[src/rtl/act_wb_packer.sv]
// Packs a stream of 8-bit activations into 32-bit little-endian words and writes them
// to consecutive buffer addresses. Optional ACT_WB_ZERO_CNT_EN adds a per-tile zero counter.
module act_wb_packer #(
    parameter int ADDR_W = 16,
    parameter int CNT_W  = 16
) (
    input  logic              clk,
    input  logic              rst,
    input  logic              start,
    input  logic [ADDR_W-1:0] base_addr,
    input  logic [CNT_W-1:0]  num_act,
    input  logic [7:0]        act_in,
    input  logic              act_in_valid,
    output logic              act_in_ready,
    output logic              wr_valid,
    input  logic              wr_ready,
    output logic [ADDR_W-1:0] wr_addr,
    output logic [31:0]       wr_data,
    output logic [3:0]        wr_strb,
    output logic              busy,
    output logic              done
`ifdef ACT_WB_ZERO_CNT_EN
    ,
    output logic [CNT_W-1:0]  zero_cnt
`endif
);

    typedef enum logic [1:0] {IDLE, PACK, DRAIN, DONE} state_t;

    state_t            state;
    state_t            state_nxt;
    logic [ADDR_W-1:0] base_q;
    logic [CNT_W-1:0]  remaining;
    logic [ADDR_W-1:0] word_cnt;
    logic [1:0]        lane_idx;
    logic [31:0]       pack;
    logic [31:0]       merged;
    logic [3:0]        strb_fill;
    logic              act_hs;
    logic              wr_hs;
    logic              last_act;
    logic              word_done;

    assign act_hs    = act_in_valid && act_in_ready;
    assign wr_hs     = wr_valid && wr_ready;
    assign last_act  = (remaining == CNT_W'(1));
    assign word_done = act_hs && ((lane_idx == 2'd3) || last_act);

    // Lanes above lane_idx are already zero because pack clears after each emitted word.
    always_comb begin
        merged = pack;
        merged[lane_idx*8 +: 8] = act_in;
    end

    always_comb begin
        case (lane_idx)
            2'd0:    strb_fill = 4'b0001;
            2'd1:    strb_fill = 4'b0011;
            2'd2:    strb_fill = 4'b0111;
            default: strb_fill = 4'b1111;
        endcase
    end

    always_ff @(posedge clk) begin
        if (rst) begin
            state <= IDLE;
        end else begin
            state <= state_nxt;
        end
    end

    always_comb begin
        state_nxt = state;
        case (state)
            IDLE: begin
                if (start) begin
                    state_nxt = (num_act == '0) ? DONE : PACK;
                end
            end
            PACK: begin
                if (act_hs && last_act) begin
                    state_nxt = DRAIN;
                end
            end
            DRAIN: begin
                if (wr_hs) begin
                    state_nxt = DONE;
                end
            end
            default: state_nxt = IDLE;
        endcase
    end

    always_comb begin
        act_in_ready = (state == PACK) && (!wr_valid || wr_ready);
        busy         = (state != IDLE);
        done         = (state == DONE);
    end

    // A new word may load in the same cycle the held word handshakes, so its address
    // accounts for the word_cnt increment happening in that cycle.
    always_ff @(posedge clk) begin
        if (rst) begin
            base_q    <= '0;
            remaining <= '0;
            word_cnt  <= '0;
            lane_idx  <= '0;
            pack      <= '0;
            wr_valid  <= 1'b0;
            wr_addr   <= '0;
            wr_data   <= '0;
            wr_strb   <= '0;
`ifdef ACT_WB_ZERO_CNT_EN
            zero_cnt  <= '0;
`endif
        end else begin
            if (wr_hs) begin
                wr_valid <= 1'b0;
                word_cnt <= word_cnt + ADDR_W'(1);
            end
            if (state == IDLE && start) begin
                base_q    <= base_addr;
                remaining <= num_act;
                word_cnt  <= '0;
                lane_idx  <= '0;
                pack      <= '0;
`ifdef ACT_WB_ZERO_CNT_EN
                zero_cnt  <= '0;
`endif
            end
            if (act_hs) begin
                remaining <= remaining - CNT_W'(1);
                lane_idx  <= lane_idx + 2'd1;
                if (word_done) begin
                    pack     <= '0;
                    wr_valid <= 1'b1;
                    wr_data  <= merged;
                    wr_strb  <= strb_fill;
                    wr_addr  <= base_q + word_cnt + ADDR_W'(wr_hs);
                end else begin
                    pack <= merged;
                end
`ifdef ACT_WB_ZERO_CNT_EN
                if (act_in == 8'h00) begin
                    zero_cnt <= zero_cnt + CNT_W'(1);
                end
`endif
            end
        end
    end

endmodule

[config.mk]
export PLATFORM = sky130hd
export DESIGN_NAME = act_wb_packer
export DESIGN_NICKNAME = d
export VERILOG_FILES = /design/src/rtl/act_wb_packer.sv
export SDC_FILE = /design/constraint.sdc
export NUM_CORES = 1
export LEC_CHECK = 0
export CORE_MARGIN = 3
export CORE_UTILIZATION = 45
export DETAILED_ROUTE_END_ITERATION = 16
export HOLD_SLACK_MARGIN = 0.06
export PLACE_DENSITY = 0.68
export REMOVE_ABC_BUFFERS = 1
export SYNTH_ARGS = -nofsm -noshare
export SYNTH_HDL_FRONTEND = slang
export SYNTH_SLANG_ARGS = --single-unit
[constraint.sdc]
create_clock -name clk -period 4.85 [get_ports clk]
set_input_delay 0.97 -clock clk [delete_from_list [all_inputs] [get_ports clk]]
set_output_delay 0.97 -clock clk [all_outputs]
set_load 0.03 [all_outputs]
==> run metrics <==
setup ws final=1.09 ns; drt first pass iters=6; antenna-violating nets left=0; H-tree depth=4; min Tclk post-route=3.76 ns; min-delay src=wr_data[30]$_SDFFE_PP0P_; largest cells by area after synthesis=dfxtp_1, nand2_1, a21oi_1; synth warn=0; FF+latch count, synth=between 100 and 150; GRT Overall Usage=between 20% and 30%; cell area after synthesis=0.00661 mm^2; Std-Cell Rows=43; Seq/Total Area, Yosys=41.5%; Num CTS Buffers=17; status=complete, no violations; r2r worst-path depth=7; final wirelength=roughly 17000 um; worst skew pair latency=0.42 ns; post-cts resize count=0; ys flop type=dfxtp_1; initial antenna violation count=0; R2R Setup Slk=1.69 ns; RR Startpoint=remaining[2]$_SDFFE_PP0P_; RePlAce Congestion=between 0.8 and 0.9; Die X=around 130 um; Die Ht=127 um; Reg clk slew, reported paths=0.06 ns; Via density=5.49; Setup Buffers After CTS=0; via count=6163; # clock sinks=137; ys async rst share=0%; VDD IR-drop max=roughly 0.00027 V; Starting DRT DRC Count=between 400 and 500; Hold-fix buffers, CTS=0; unrepaired setup endpoints after global routing=no; P per Cell Area=397 mW/mm^2; worst endpoint data arrival time=4.06 ns; root buffer cell=clkbuf_16; # DRC=0; area grow syn2layout=26.1%; setup TNS=0 ns; largest net degree at the start of global routing=79; CTS tree=built; Critical R2R Capture=wr_addr[10]$_SDFFE_PP0P_; top-level port count=101; post-synth top area share=between 40% and 50%; layout cell share with drive strength beyond 1=5.94%; Detailed Place HPWL=11400 um; count of pins over their slew limit=0; Mapped Cells=851; Max-Cap Viols=0; Mean Syn Cell Area=7.77 um^2; CP Launch Type=input port; Worst EP required=roughly 5.2 ns; GRT Residual Overflow=0; clk buf depth=2; critical path class=in -> reg; Slew headroom=22.8%; vias in the first global route=roughly 5500; Final Core Density=between 50% and 60%; Tcrit/Tclk final=approximately 78%; fmax=266 MHz; IO Port Bufs=100; post-layout net count=1006; Setup Skew=0.00780 ns; WHS Endpoint=wr_data[30]$_SDFFE_PP0P_; Die ar.=0.0162 mm^2; Leakage Power=0.00308 uW; hold path depth=2; core footprint=0.0141 mm^2; Starting Density=46.7%; pre-CTS setup slack=0.773 ns; Netlist cell types=59; DR WL/cell=15.0 um; Synth area leader=dfxtp_1; final hold violations=0; first-pass GRT wire length=27800 um; Ant. Diodes=0; Post-synth EDFFs=0; largest fanout on the critical path=6; CP Capture Type=register; fin area=roughly 0.0083 mm^2; final setup fails=0; DP Area=0.00775 mm^2; pin slew with the least headroom to its limit=1.14 ns; hold crit path type=reg -> reg
-- layout by cell type (no fill, tap or decap), types with 6 or more instances in the layout --
| master | netlist | final |
|---|---|---|
| a211oi_1 | 9 | 9 |
| a21o_1 | 10 | 10 |
| a21oi_1 | 90 | 89 |
| a22o_1 | 8 | 8 |
| a22oi_1 | 32 | 32 |
| and3_1 | 9 | 9 |
| buf_4 | 0 | 9 |
| clkbuf_16 | 0 | 17 |
| clkdlybuf4s50_1 | 0 | 99 |
| dfxtp_1 | 137 | 137 |
| ha_1 | 28 | 28 |
| inv_1 | 40 | 40 |
| nand2_1 | 159 | 159 |
| nand3_1 | 20 | 20 |
| nand4_1 | 10 | 10 |
| nor2_1 | 88 | 87 |
| nor3_1 | 17 | 16 |
| nor4_1 | 7 | 7 |
| o21ai_0 | 40 | 40 |
| or3_1 | 13 | 13 |
| xnor2_1 | 6 | 6 |
| xor2_1 | 9 | 9 |
-- flip-flops by register name, indices dropped and copies added, names as in the netlist --
signal / cells
word_cnt: 16
state: 2
remaining: 16
wr_strb: 4
wr_data: 32
pack: 32
wr_addr: 16
base_q: 16
wr_valid: 1
lane_idx: 2
-- critical path, stage by stage --
cell             delay (ns)
clkdlybuf4s50_1        0.46
and2_1                 0.24
inv_1                  0.15
fa_1                   0.22
inv_1                  0.06
fa_1                   0.41
a21oi_1                0.18
nand4b_1               0.23
a21oi_1                0.12
o31ai_1                0.32
mux2_2                 0.38
a311o_1                0.32
-- layout make-up --
cell class	count	area [um^2]
Clock buffer	23	498
Clock inverter	8	92.6
Fill cell	1313	5810
Inverter	41	154
Multi-Input combinational cell	626	3570
Sequential cell	137	2740
Tap cell	180	225
Timing Repair Buffer	108	1060
-- layer usage --
metal  up-vias  GRT usage (%)  routed length [um]
met4         0           4.35                 124
met2       194           31.3                7380
met3        10           5.43                 997
li1       3109              -                   -
met1      2850           30.9                8340
met5         -              0                   0
-- report_power, final --
part	total, uW	internal, uW	switching (uW)
combinational	754	268	486
clock	1290	818	468
sequential	1270	1200	65.8
total	3310	2290	1020
-- how the worst max path moves through the flow --
stage          startpoint                  endpoint  slack, ns  cells after the start
2_1_floorplan    wr_ready  wr_addr[12]$_SDFFE_PP0P_       0.70                      6
3_3_place_gp     wr_ready  wr_addr[12]$_SDFFE_PP0P_       0.89                     12
3_5_place_dp     wr_ready  wr_addr[12]$_SDFFE_PP0P_       0.77                     12
4_1_cts          wr_ready  wr_addr[12]$_SDFFE_PP0P_       1.14                     12
5_1_grt          wr_ready  wr_addr[12]$_SDFFE_PP0P_       0.95                     12
6_report         wr_ready  wr_addr[12]$_SDFFE_PP0P_       1.09                     12
-- per-stage QoR --
stage | hold WS (ns) | instances | total power [uW]
5_1_grt | 0.474 | 1123 | 3480
3_3_place_gp | 0.443 | 1092 | 2040
2_1_floorplan | 0.430 | 804 | 1760
6_report | 0.450 | 1123 | 3310
3_5_place_dp | 0.446 | 1092 | 2040
4_1_cts | 0.454 | 1123 | 3330
-- synth_stat cells (2+ instances only) --
cell type  instances
nand3_1           20
a2111o_1           2
a22o_1             8
a211oi_1           9
or4b_2             2
a21o_1            10
a21oi_1           90
xnor2_1            6
nor3_1            17
nor4b_1            2
dfxtp_1          137
nand2_1          159
buf_1              2
a221oi_1           3
nor4_1             7
nand4_1           10
o21ai_0           40
o21a_1             2
xor2_1             9
nor4bb_1           2
a21bo_2            2
a31oi_1            5
and2_1             5
or3_1             13
a22oi_1           32
nor2b_1            3
nor2_1            88
fa_1               2
or2_2              2
a21boi_0           2
o22ai_1            3
ha_1              28
inv_1             40
mux2i_1            5
nand2b_1           3
o211ai_1           5
o31ai_1            3
and3_1             9
clkbuf_1          44
-- cell families after synthesis --
logic type,Yosys count,synth area share [%]
mux,6,0.927
xor+xnor,15,1.99
buf+inv,88,5.01
simple gates,352,23.9
fa+ha+maj,30,5.90
compound gates,223,20.8
flops,137,41.5
Power figures use the tool's default switching activity.
